--- src/rtl/imem_boot_loader_pkg.sv ---
// rtl/imem_boot_loader_pkg.sv - shared state encoding, header width and word geometry for the boot loader
package imem_boot_loader_pkg;

  typedef enum logic [2:0] {
    ST_IDLE  = 3'd0,
    ST_HDR   = 3'd1,
    ST_LOAD  = 3'd2,
    ST_WRITE = 3'd3,
    ST_DONE  = 3'd4,
    ST_ERR   = 3'd5
  } state_t;

  localparam int HDR_W          = 8;
  localparam int DEF_DATA_WIDTH = 32;

  function automatic int bytes_per_word(input int width);
    return width / 8;
  endfunction

  localparam int BPW = bytes_per_word(DEF_DATA_WIDTH);

endpackage

--- src/rtl/imem_boot_loader_if.sv ---
// rtl/imem_boot_loader_if.sv - host byte stream plus instruction memory write port
interface imem_boot_loader_if
  import imem_boot_loader_pkg::*;
#(
  parameter int DATA_WIDTH = 32
) ();

  logic                  rx_valid;
  logic [HDR_W-1:0]      rx_data;
  logic                  rx_ready;
  logic [DATA_WIDTH-1:0] imem_A;
  logic [DATA_WIDTH-1:0] imem_WD;
  logic                  imem_WE;

  modport master (
    output rx_valid, rx_data,
    input  rx_ready, imem_A, imem_WD, imem_WE
  );

  modport slave (
    input  rx_valid, rx_data,
    output rx_ready, imem_A, imem_WD, imem_WE
  );

endinterface

--- src/rtl/imem_boot_loader_byte_word_packer.sv ---
// rtl/imem_boot_loader_byte_word_packer.sv - assembles LSB-first bytes into one instruction word
module imem_boot_loader_byte_word_packer
  import imem_boot_loader_pkg::*;
#(
  parameter int DATA_WIDTH = 32
) (
  input  logic                  clk,
  input  logic                  rstn,
  input  logic                  clear,
  input  logic                  wr_en,
  input  logic [7:0]            byte_in,
  output logic [DATA_WIDTH-1:0] word,
  output logic                  word_full
);

  localparam int LANES = bytes_per_word(DATA_WIDTH);
  localparam int CW    = (LANES > 1) ? $clog2(LANES) : 1;

  logic [CW-1:0] byte_cnt;

  // Asserted together with the byte that completes the word.
  assign word_full = wr_en && (byte_cnt == CW'(LANES - 1));

  always_ff @(posedge clk or negedge rstn) begin
    if (!rstn) begin
      byte_cnt <= '0;
      word     <= '0;
    end else if (clear) begin
      byte_cnt <= '0;
    end else if (wr_en) begin
      for (int i = 0; i < LANES; i++) begin
        if (byte_cnt == CW'(i)) begin
          word[i*8 +: 8] <= byte_in;
        end
      end
      byte_cnt <= word_full ? '0 : byte_cnt + CW'(1);
    end
  end

endmodule

--- src/rtl/imem_boot_loader.sv ---
// rtl/imem_boot_loader.sv - fills instruction memory from a length-prefixed byte stream, then releases the core
module imem_boot_loader
  import imem_boot_loader_pkg::*;
#(
  parameter int DATA_WIDTH   = 32,
  parameter int MEM_CAPACITY = 10
) (
  input  logic                clk,
  input  logic                rstn,
  input  logic                start,
  imem_boot_loader_if.slave   bus,
  output logic                core_en,
  output logic                busy,
  output logic                done,
  output logic                err
);

  state_t                state;
  state_t                state_next;
  logic [HDR_W-1:0]      n_words;
  logic [HDR_W-1:0]      word_idx;
  logic                  accept;
  logic                  hdr_ok;
  logic                  word_full;
  logic [DATA_WIDTH-1:0] word;

  assign accept = bus.rx_valid && bus.rx_ready;
  assign hdr_ok = (bus.rx_data != '0) && (bus.rx_data <= HDR_W'(MEM_CAPACITY));

  imem_boot_loader_byte_word_packer #(
    .DATA_WIDTH (DATA_WIDTH)
  ) u_packer (
    .clk       (clk),
    .rstn      (rstn),
    .clear     (state == ST_HDR),
    .wr_en     ((state == ST_LOAD) && accept),
    .byte_in   (bus.rx_data),
    .word      (word),
    .word_full (word_full)
  );

  always_ff @(posedge clk or negedge rstn) begin
    if (!rstn) begin
      state <= ST_IDLE;
    end else begin
      state <= state_next;
    end
  end

  always_comb begin
    state_next = state;
    case (state)
      ST_IDLE:  if (start) state_next = ST_HDR;
      ST_HDR:   if (accept) state_next = hdr_ok ? ST_LOAD : ST_ERR;
      ST_LOAD:  if (word_full) state_next = ST_WRITE;
      ST_WRITE: state_next = ((word_idx + HDR_W'(1)) == n_words) ? ST_DONE : ST_LOAD;
      ST_DONE:  if (start) state_next = ST_HDR;
      ST_ERR:   if (start) state_next = ST_HDR;
      default:  state_next = ST_IDLE;
    endcase
  end

  always_ff @(posedge clk or negedge rstn) begin
    if (!rstn) begin
      n_words  <= '0;
      word_idx <= '0;
    end else if ((state == ST_HDR) && accept && hdr_ok) begin
      n_words  <= bus.rx_data;
      word_idx <= '0;
    end else if (state == ST_WRITE) begin
      word_idx <= word_idx + HDR_W'(1);
    end
  end

  // Every status output decodes the state register, so core_en can never overlap a write.
  always_comb begin
    bus.rx_ready = 1'b0;
    bus.imem_WE  = 1'b0;
    busy         = 1'b0;
    core_en      = 1'b0;
    done         = 1'b0;
    err          = 1'b0;
    case (state)
      ST_HDR:   begin bus.rx_ready = 1'b1; busy = 1'b1; end
      ST_LOAD:  begin bus.rx_ready = 1'b1; busy = 1'b1; end
      ST_WRITE: begin bus.imem_WE  = 1'b1; busy = 1'b1; end
      ST_DONE:  begin core_en = 1'b1; done = 1'b1; end
      ST_ERR:   err = 1'b1;
      default:  ;
    endcase
  end

  assign bus.imem_A  = DATA_WIDTH'(word_idx) << 2;
  assign bus.imem_WD = word;

endmodule

--- src/flat_wrapper.sv ---
// flat-port wrapper written by rule: the top's interface ports become plain ports
module imem_boot_loader_flat import imem_boot_loader_pkg::*;
#(
  parameter int DATA_WIDTH   = 32,
  parameter int MEM_CAPACITY = 10
)
  (clk, rstn, start, core_en, busy, done, err, bus_rx_valid, bus_rx_data, bus_rx_ready, bus_imem_A, bus_imem_WD, bus_imem_WE);
  imem_boot_loader_if #(.DATA_WIDTH(DATA_WIDTH)) bus_i ();
  input  logic clk;
  input  logic rstn;
  input  logic start;
  output logic core_en;
  output logic busy;
  output logic done;
  output logic err;
  input wire logic [$bits(bus_i.rx_valid)-1:0] bus_rx_valid;
  input wire logic [$bits(bus_i.rx_data)-1:0] bus_rx_data;
  output wire logic [$bits(bus_i.rx_ready)-1:0] bus_rx_ready;
  output wire logic [$bits(bus_i.imem_A)-1:0] bus_imem_A;
  output wire logic [$bits(bus_i.imem_WD)-1:0] bus_imem_WD;
  output wire logic [$bits(bus_i.imem_WE)-1:0] bus_imem_WE;
  assign bus_i.rx_valid = bus_rx_valid;
  assign bus_i.rx_data = bus_rx_data;
  assign bus_rx_ready = bus_i.rx_ready;
  assign bus_imem_A = bus_i.imem_A;
  assign bus_imem_WD = bus_i.imem_WD;
  assign bus_imem_WE = bus_i.imem_WE;
  imem_boot_loader #(.DATA_WIDTH(DATA_WIDTH), .MEM_CAPACITY(MEM_CAPACITY)) u_core (.clk(clk), .rstn(rstn), .start(start), .bus(bus_i), .core_en(core_en), .busy(busy), .done(done), .err(err));
endmodule
--- config.mk ---
export PLATFORM = sky130hd
export DESIGN_NAME = imem_boot_loader_flat
export DESIGN_NICKNAME = d
export VERILOG_FILES = /design/src/rtl/imem_boot_loader_pkg.sv /design/src/rtl/imem_boot_loader_if.sv /design/src/rtl/imem_boot_loader_byte_word_packer.sv /design/src/rtl/imem_boot_loader.sv /design/src/flat_wrapper.sv
export SDC_FILE = /design/constraint.sdc
export NUM_CORES = 1
export LEC_CHECK = 0
export BUFFER_PORTS_ARGS = -buffer_cell sky130_fd_sc_hd__buf_4
export CAP_MARGIN = 20
export CORE_MARGIN = 2
export CORE_UTILIZATION = 40
export CTS_BUF_LIST = sky130_fd_sc_hd__clkbuf_4 sky130_fd_sc_hd__clkbuf_8
export DETAILED_ROUTE_END_ITERATION = 16
export SYNTH_ARGS = -nofsm -noshare
export SYNTH_HDL_FRONTEND = slang
export SYNTH_SLANG_ARGS = --single-unit
--- constraint.sdc ---
create_clock -name clk -period 2.38 [get_ports clk]
set_clock_uncertainty 0.05 [all_clocks]
set_input_delay 0.595 -clock clk [delete_from_list [all_inputs] [get_ports clk]]
set_output_delay 0.595 -clock clk [all_outputs]
set_load 0.005 [all_outputs]
==> flow_summary.ini, run 1 <==
[worst_setup_path]
cp_cell_sequence = nor2b_1, nand2_1, inv_1, buf_4
critical_path_buf_inv_count = 2
required_ns = 1.74
cp.arrival_ns = 1.55
cpPeakStageDelay_ns = 0.50
crit_path_end_kind = output pin
cp_slowest_cell = dfrtp_1
cp_max_fo = 10
worstSetupStartpointType = flip-flop
critPathTopFamily = flip-flops
crit_type = reg -> out

[place]
placed_cells = 363
gp_routability_congestion = 0.731
place_area_mm2 = 0.00309
dp_hpwl_um = 3800
post-place-ws_ns = 0.0612
portBuffers = 57

[timing]
rsz0062_at_grt = false
relSlewSlack = 0.556
finalSetupTns_ns = 0
drv_slew = 0
max_freq_mhz = 455
fin_ws_ns = 0.181
hold_viol = 0
period_share = 0.924
max_slew.worst_pin.slew_ns = 0.667
setup_viol = 0
layout_min_cycle_time_ns = 2.20

[synthesis]
ys_seq_area_frac = 0.500
synth.largest_area_cell = dfrtp_1
ys_ff_latch = 53
synth_async_sr_flop_share = 1.00
synth_edf_count = 0
synth_area_mm2 = 0.00265
yosysMostFrequentCell = dfrtp_1
synth_area_leaders = dfrtp_1 (50%), mux2_2 (14%), buf_4 (7.1%)
synth.distinct_cells = 36
yosysWarnings = 0
synthCells = 232
synthTopCellsByCount = dfrtp_1 (53), mux2_2 (34), buf_4 (25)
postSynthAreaPerCell_um2 = 11.4
ys.flop_type = dfrtp_1
yosysTopAreaCellShare = 0.500

[route]
drt-initial-drc-count = 80
dr_total_vias = 1830
firstDrtPassIters = 4
ant_nets = 0
drcViolationCount = 0
wl_per_cell_um = 14.2
vias_per_cell = 4.93
wl_um = 5280

[cts]
insertion_delay_ns = 0.30
cts_hold_buf = 0
cts_max_level = 2
path_clk_slew_ns = 0.10
cts_setup_buffers = 0
clock_tree.root_cell = clkbuf_8
cts_buffers = 5
clock-sinks = 53
cts_tree = yes
clock_path_buffers = 2

[floorplan]
die_w_um = 85.5
ioPinCount = 82
core_area_mm2 = 0.00639
dieArea_mm2 = 0.00730
start_util = 0.416
die_h_um = 85.5
core.rowCount = 29

[pwr]
leakage_uw = 0.00164
finalPower_uw = 2420
power_density_mw_per_mm2 = 755
irDropWorstVdd_mv = 0.421

[layout]
area_growth_pct = 20.7
stdcell_count = 371
nets = 310
final_area_mm2 = 0.00320
fillers = 598
drive_gt1_frac = 0.371
diodes = 0

[global_route]
gr-total-overflow = 0
grt_pass1_vias = 1797
grtUsageTotal = 0.151
grt_max_degree = 54
antenna_found_initial = 0
grt_pass1_wl_um = 8760

[outcome]
status = complete, no violations

[worst_hold_path]
hp-class = in -> async

[flow_run]
drv_cap = 0
[routing by layer]
metal  wire length (um)  global-route usage  vias to the layer above
met5                  0                   0                        -
met4                 36              0.0390                        0
met3                378              0.0496                        4
met2               2480               0.239                       54
met1               2380               0.200                      893
li1                   -                   -                      879
[final timing paths]
path | slack, ns | endpoint | cells past startpoint | from
min in group clk | 0.46 | u_core.u_packer.word[26]$_DFFE_PN0P_ | 1 | u_core.u_packer.word[26]$_DFFE_PN0P_
hold reg to reg | 0.46 | u_core.u_packer.word[26]$_DFFE_PN0P_ | 1 | u_core.u_packer.word[26]$_DFFE_PN0P_
setup / recovery | 0.18 | bus_imem_WE | 4 | u_core.state[2]$_DFFE_PN0P_
max in group asynchronous | 1.53 | u_core.state[0]$_DFFE_PN0P_ | 1 | rstn
hold / removal | 0.26 | u_core.n_words[7]$_DFFE_PN0P_ | 1 | rstn
setup reg to reg | 0.32 | u_core.state[2]$_DFFE_PN0P_ | 6 | u_core.word_idx[0]$_DFFE_PN0P_
[registers in the layout, indices dropped and copies added (netlist names)]
register and count:
u_core.word_idx 8, u_core.u_packer.byte_cnt 2, u_core.u_packer.word 32, u_core.n_words 8, u_core.state 3
[what timing repair did]
action	CTS	global route
setup endpoints to repair	0	1
hold endpoints to repair	0	0
resized for setup	0	1
[layout by cell type (no fill, tap or decap)]
cell type  instances
buf_4             61
dfrtp_1           52
mux2_2            34
conb_1            24
nand2_1           13
nor2_1            13
xnor2_1           10
a21oi_1           10
inv_1              8
nor3_1             6
nor2b_1            5
ha_1               5
clkbuf_8           5
o22ai_1            4
nor4_1             4
xor2_1             4
o21ai_0            3
a31o_2             3
nand3_1            2
mux2_1             2
or3_1              2
o21a_1             2
o211ai_1           2
or4_1              2
nand4_1            2
and2_1             2
a31oi_1            2
inv_6              2
a22oi_1            1
a21o_1             1
nand4bb_1          1
or4_4              1
a2111oi_4          1
a211oi_1           1
nand3b_1           1
a32oi_1            1
bufinv_16          1
dfrtp_2            1
[stage by stage]
stage,util,hold slack (ns)
after floorplan,-,0.249
after global placement,0.483,0.440
after detailed placement,0.483,0.444
after CTS,0.501,0.294
after global routing,0.502,0.317
final,0.502,0.264
[cells by family (layout without fill, tap and decap cells)]
group           after synthesis  after routing  synth area share
simple gates                 54             54             0.104
flops                        53             53             0.500
mux                          36             36             0.153
other cells                   1             24           0.00141
buf+inv                      38             77            0.0901
compound gates               31             31            0.0820
fa+ha+maj                     5              5            0.0236
xor+xnor                     14             14            0.0462
[layout make-up]
cell class | count | area (um^2) | share of cell area
clock buffers | 5 | 68.8 | 0.0215
clock inverters | 3 | 47.5 | 0.0148
repair buffers | 61 | 458 | 0.143
inverters | 8 | 30.0 | 0.00938
flip-flops and latches | 53 | 1330 | 0.414
multi-input cells | 164 | 1170 | 0.367
well taps | 77 | 96.3 | 0.0301
[report_power, final]
group	switching [uW]	internal (uW)	leakage, uW
sequential	154	999	0.000711
clock	311	321	0.0000591
combinational	300	333	0.000868
Power figures use the tool's default switching activity.
==> run 2, diff against run 1 <==
--- a/config.mk
+++ b/config.mk
@@ -8,9 +8,10 @@
 export BUFFER_PORTS_ARGS = -buffer_cell sky130_fd_sc_hd__buf_4
 export CAP_MARGIN = 20
 export CORE_MARGIN = 2
-export CORE_UTILIZATION = 40
+export CORE_UTILIZATION = 25
 export CTS_BUF_LIST = sky130_fd_sc_hd__clkbuf_4 sky130_fd_sc_hd__clkbuf_8
 export DETAILED_ROUTE_END_ITERATION = 16
+export RECOVER_POWER = 25
 export SYNTH_ARGS = -nofsm -noshare
 export SYNTH_HDL_FRONTEND = slang
 export SYNTH_SLANG_ARGS = --single-unit
==> run 2 against run 1 <==
  * Final cell count rose by 16%
  * Sequential power barely moved
  * Final area rose by 1.9%
  * Largest cell class unchanged
  * Non-clock buffer count rose by 1
  * Total power fell by 2.9%
  * Wire length rose by 12%
  * Critical endpoint is now done
  * Largest power group unchanged
==> flow_summary.ini, run 2 (synthesis gave the netlist of run 1 again) <==
[worst_setup_path]
worstSetupStartpointType = flip-flop
critical_path_buf_inv_count = 2
rrSetupSlack_ns = 0.33
cpPeakStageDelay_ns = 0.53
cp.arrival_ns = 1.47
crit_path_end_kind = output pin
critPathTopFamily = flip-flops
required_ns = 1.74
crit_type = reg -> out
cp_max_fo = 10
cp_slowest_cell = dfrtp_1
cp_cell_sequence = inv_1, nor3_1, buf_4

[global_route]
grt_max_degree = 54
grtUsageMet3 = 0.0426
grtUsageTotal = 0.104
use_met2 = 0.165
grt_pass1_vias = 1782
met1_usage = 0.134
grt_pass1_wl_um = 9410
antenna_found_initial = 0
gr-total-overflow = 0
grt.busiest_layer = met2

[outcome]
status = complete, no violations

[route]
drcViolationCount = 0
ant_nets = 0
dr_total_vias = 1885
vias_per_cell = 4.37
wl_um = 5890
drt-initial-drc-count = 87
wl_per_cell_um = 13.7
firstDrtPassIters = 4

[floorplan]
die_h_um = 107
die_w_um = 107
core_area_mm2 = 0.0103
start_util = 0.257
dieArea_mm2 = 0.0115
core.rowCount = 37
ioPinCount = 82

[layout]
nets = 311
largest_register_ffs = 32
diodes = 0
reg_top3 = u_core.u_packer.word (32), u_core.n_words (8), u_core.word_idx (8)
fillers = 1053
final_area_mm2 = 0.00326
final_cell_mix = buf_4 (61), dfrtp_1 (53), mux2_2 (34), conb_1 (24)
drive_gt1_frac = 0.369
regMostFlops = u_core.u_packer.word
stdcell_count = 431
mostFrequentLayoutCell = buf_4
utilization = 0.316
area_growth_pct = 23.0

[place]
place_area_mm2 = 0.00317
placed_cells = 423
gp_routability_congestion = 0.774
portBuffers = 57
dp_hpwl_um = 4280

[cts]
insertion_delay_ns = 0.30
clock_path_buffers = 2
cts_setup_buffers = 0
cts_hold_buf = 0
cts_tree = yes
cts_max_level = 2
cts-resized-gates = 0
clock_tree.root_cell = clkbuf_8
clock-sinks = 53
cts_buffers = 5
path_clk_slew_ns = 0.10

[timing]
max_freq_mhz = 473
setup_viol = 0
hold_viol = 0
rsz0062_at_grt = false
max_slew.worst_pin.slew_ns = 1.34
finalSetupTns_ns = 0
period_share = 0.887
drv_slew = 0
layout_min_cycle_time_ns = 2.11
relSlewSlack = 0.106

[pwr]
finalPower_uw = 2350
irDropWorstVdd_mv = 0.288
leakage_uw = 0.00163
power_density_mw_per_mm2 = 720

[flow_run]
drv_cap = 0

[worst_hold_path]
hp-class = reg -> reg
-- run 2: metal layers --
layer | wire length (um) | vias up
li1 | - | 886
met1 | 2590 | 924
met2 | 2750 | 73
met3 | 537 | 2
met4 | 20 | 0
met5 | 0 | -
-- run 2: stage by stage --
step	worst slack (ns)	hold WS, ns
6_report	0.268	0.467
2_1_floorplan	0.241	0.249
4_1_cts	0.239	0.288
3_5_place_dp	0.0606	0.445
3_3_place_gp	0.0902	0.440
5_1_grt	0.129	0.477
-- run 2: worst paths after layout --
| kind | cells after the start | startpoint | endpoint |
|---|---|---|---|
| min in group asynchronous | 1 | rstn | u_core.u_packer.word[7]$_DFFE_PN0P_ |
| max in group asynchronous | 1 | rstn | u_core.n_words[1]$_DFFE_PN0P_ |
| min | 1 | u_core.u_packer.word[4]$_DFFE_PN0P_ | u_core.u_packer.word[4]$_DFFE_PN0P_ |
| min reg2reg | 1 | u_core.u_packer.word[4]$_DFFE_PN0P_ | u_core.u_packer.word[4]$_DFFE_PN0P_ |
| max | 3 | u_core.state[2]$_DFFE_PN0P_ | done |
| max reg2reg | 6 | u_core.word_idx[0]$_DFFE_PN0P_ | u_core.state[1]$_DFFE_PN0P_ |
-- run 2: worst reg2reg max path, cell delays in order, from the launching register on --
cell	delay [ns]
dfrtp_1	0.45
ha_1	0.24
nand3_1	0.21
and2_1	0.23
or4_1	0.43
a32oi_1	0.25
a21oi_1	0.09
-- run 2: power breakdown --
| part | internal (uW) | switching [uW] | total, uW | leakage, uW |
|---|---|---|---|---|
| sequential | 999 | 156 | 1160 | 0.000711 |
| clock | 240 | 308 | 548 | 0.0000478 |
| combinational | 333 | 312 | 645 | 0.000871 |
| total | 1570 | 776 | 2350 | 0.00163 |
-- run 2: area by class of cell --
class                   instances  area, um^2  share of cell area
multi-input cells             164        1170               0.360
inverters                       8        30.0             0.00920
well taps                     136         170              0.0521
clock buffers                   6        82.6              0.0253
clock inverters                 2        16.3             0.00498
flip-flops and latches         53        1330               0.406
repair buffers                 62         463               0.142
==> run 3, diff against run 2 <==
--- a/config.mk
+++ b/config.mk
@@ -5,6 +5,7 @@
 export SDC_FILE = /design/constraint.sdc
 export NUM_CORES = 1
 export LEC_CHECK = 0
+export ABC_AREA = 1
 export BUFFER_PORTS_ARGS = -buffer_cell sky130_fd_sc_hd__buf_4
 export CAP_MARGIN = 20
 export CORE_MARGIN = 2
==> run 3 against run 2 <==
  * Sequential power up 15%
  * Highest routed layer unchanged
  * Largest power group unchanged
  * Area after synthesis about the same
  * Via count up 14%
  * Critical path depth up 1
  * Combinational power up 75%
  * Critical endpoint is now bus_rx_ready
  * Largest cell class unchanged
  * Sequential share of layout area up 0.44 points
  * Synthesized cell count up 36%
  * Non-clock buffer count down 4
  * Final area down 1.1%
  * Critical path type unchanged
==> flow_summary.ini, run 3 <==
[outcome]
status = complete, no violations

[route]
dr_total_vias = 2149
drcViolationCount = 0
wl_um = 6060
firstDrtPassIters = 4
wl_per_cell_um = 11.9
drt-initial-drc-count = 60
vias_per_cell = 4.21
ant_nets = 0

[layout]
regMostFlops = u_core.u_packer.word
reg_top3 = u_core.u_packer.word (32), u_core.n_words (8), u_core.word_idx (8)
mostFrequentLayoutCell = nand2_1
area_growth_pct = 21.8
diodes = 0
final_cell_mix = nand2_1 (84), buf_4 (57), dfrtp_1 (53), o21ai_1 (43), conb_1 (24)
largest_register_ffs = 32
nets = 390
drive_gt1_frac = 0.235

[worst_hold_path]
hp-class = reg -> reg

[timing]
rsz0062_at_grt = false
period_share = 0.864
finalSetupTns_ns = 0
drv_slew = 0
layout_min_cycle_time_ns = 2.06
hold_viol = 0
max_freq_mhz = 486
holdWs_ns = 0.451
max_slew.worst_pin.slew_ns = 1.33
setup_viol = 0
relSlewSlack = 0.112

[global_route]
grtUsageMet3 = 0.0450
use_met2 = 0.176
grt_max_degree = 54
grt_pass1_wl_um = 10200
met1_usage = 0.145
grt.busiest_layer = met2
gr-total-overflow = 0
grtUsageTotal = 0.112
antenna_found_initial = 0
grt_pass1_vias = 2067

[worst_setup_path]
worstSetupStartpointType = flip-flop
cp_max_fo = 6
cp.arrival_ns = 1.41
crit_path_end_kind = output pin
required_ns = 1.74
crit_type = reg -> out
rrSetupSlack_ns = 0.44

[synthesis]
synthCells = 315
synth.distinct_cells = 27
postSynthAreaPerCell_um2 = 8.42
synth_async_sr_flop_share = 1.00
synth_area_leaders = dfrtp_1 (50%), nand2_1 (12%), o21ai_1 (8.1%)
yosysTopAreaCellShare = 0.500
synth_edf_count = 0
yosysWarnings = 0
yosysMostFrequentCell = nand2_1
ys_seq_area_frac = 0.500
synthTopCellsByCount = nand2_1 (84), dfrtp_1 (53), o21ai_1 (43)
synth.largest_area_cell = dfrtp_1
ys_ff_latch = 53
synth_area_mm2 = 0.00265
ys.flop_type = dfrtp_1

[floorplan]
start_util = 0.257
die_h_um = 107
core_area_mm2 = 0.0103
dieArea_mm2 = 0.0114
core.rowCount = 37
ioPinCount = 82
die_w_um = 107

[place]
portBuffers = 57
dp_hpwl_um = 4550
gp_routability_congestion = 0.798

[cts]
clock_tree.root_cell = clkbuf_8
cts-resized-gates = 0
cts_tree = yes
cts_hold_buf = 0
clock-sinks = 53
insertion_delay_ns = 0.31
cts_max_level = 2
clock_path_buffers = 2
cts_buffers = 5
cts_setup_buffers = 0
path_clk_slew_ns = 0.10

[flow_run]
drv_cap = 0

[pwr]
irDropWorstVdd_mv = 0.330
leakage_uw = 0.00169
power_density_mw_per_mm2 = 936
==> run 3: layer usage <==
metal / share of wire / vias up / wire length [um]
met5: 0 / - / 0
met4: 0.0028 / 0 / 17
met3: 0.10 / 2 / 632
met2: 0.45 / 84 / 2700
met1: 0.45 / 984 / 2710
li1: - / 1079 / -
==> run 3: logic make-up after synthesis <==
| kind of cell | after synthesis | synth area share |
|---|---|---|
| fa+ha+maj | 5 | 0.0236 |
| other cells | 1 | 0.00141 |
| xor+xnor | 3 | 0.00991 |
| buf+inv | 66 | 0.131 |
| simple gates | 134 | 0.231 |
| compound gates | 53 | 0.102 |
| flops | 53 | 0.500 |
==> run 3: stage by stage <==
| stage | power, uW | cells | setup WS (ns) | area [um^2] | utilization |
|---|---|---|---|---|---|
| 6_report | 3020 | 510 | 0.324 | 3230 | 0.313 |
| 4_1_cts | 3060 | 510 | 0.287 | 3230 | 0.313 |
| 2_1_floorplan | 2030 | 338 | 0.710 | 2740 | - |
| 5_1_grt | 3290 | 510 | 0.217 | 3230 | 0.313 |
| 3_3_place_gp | 2480 | 502 | 0.402 | 3130 | 0.303 |
| 3_5_place_dp | 2500 | 502 | 0.361 | 3130 | 0.303 |
==> run 3: final timing paths <==
path,from,to,cells after the start
hold reg to reg,u_core.u_packer.word[9]$_DFFE_PN0P_,u_core.u_packer.word[9]$_DFFE_PN0P_,2
max in group asynchronous,rstn,u_core.state[2]$_DFFE_PN0P_,1
hold / removal,u_core.u_packer.word[9]$_DFFE_PN0P_,u_core.u_packer.word[9]$_DFFE_PN0P_,2
setup / recovery,u_core.state[1]$_DFFE_PN0P_,bus_rx_ready,4
setup reg to reg,u_core.word_idx[0]$_DFFE_PN0P_,u_core.state[1]$_DFFE_PN0P_,12
min in group asynchronous,rstn,u_core.u_packer.word[8]$_DFFE_PN0P_,1
==> run 3: power breakdown <==
group          switching, uW  internal [uW]
combinational            616            515
clock                    322            242
sequential               211           1120
==> run 3: layout make-up <==
| cell class | count | area (um^2) |
|---|---|---|
| timing repair buffer | 58 | 433 |
| sequential | 53 | 1330 |
| multi-input combinational | 219 | 1060 |
| inverter | 36 | 135 |
| clock buffer | 6 | 82.6 |
| clock inverter | 2 | 17.5 |
| tap | 136 | 170 |
| fill | 1074 | 7100 |
==> run 3: critical path, stage by stage (launching register included) <==
cell,delay (ns)
dfrtp_1,0.48
nor3_2,0.33
inv_2,0.10
nand2_1,0.09
buf_4,0.11
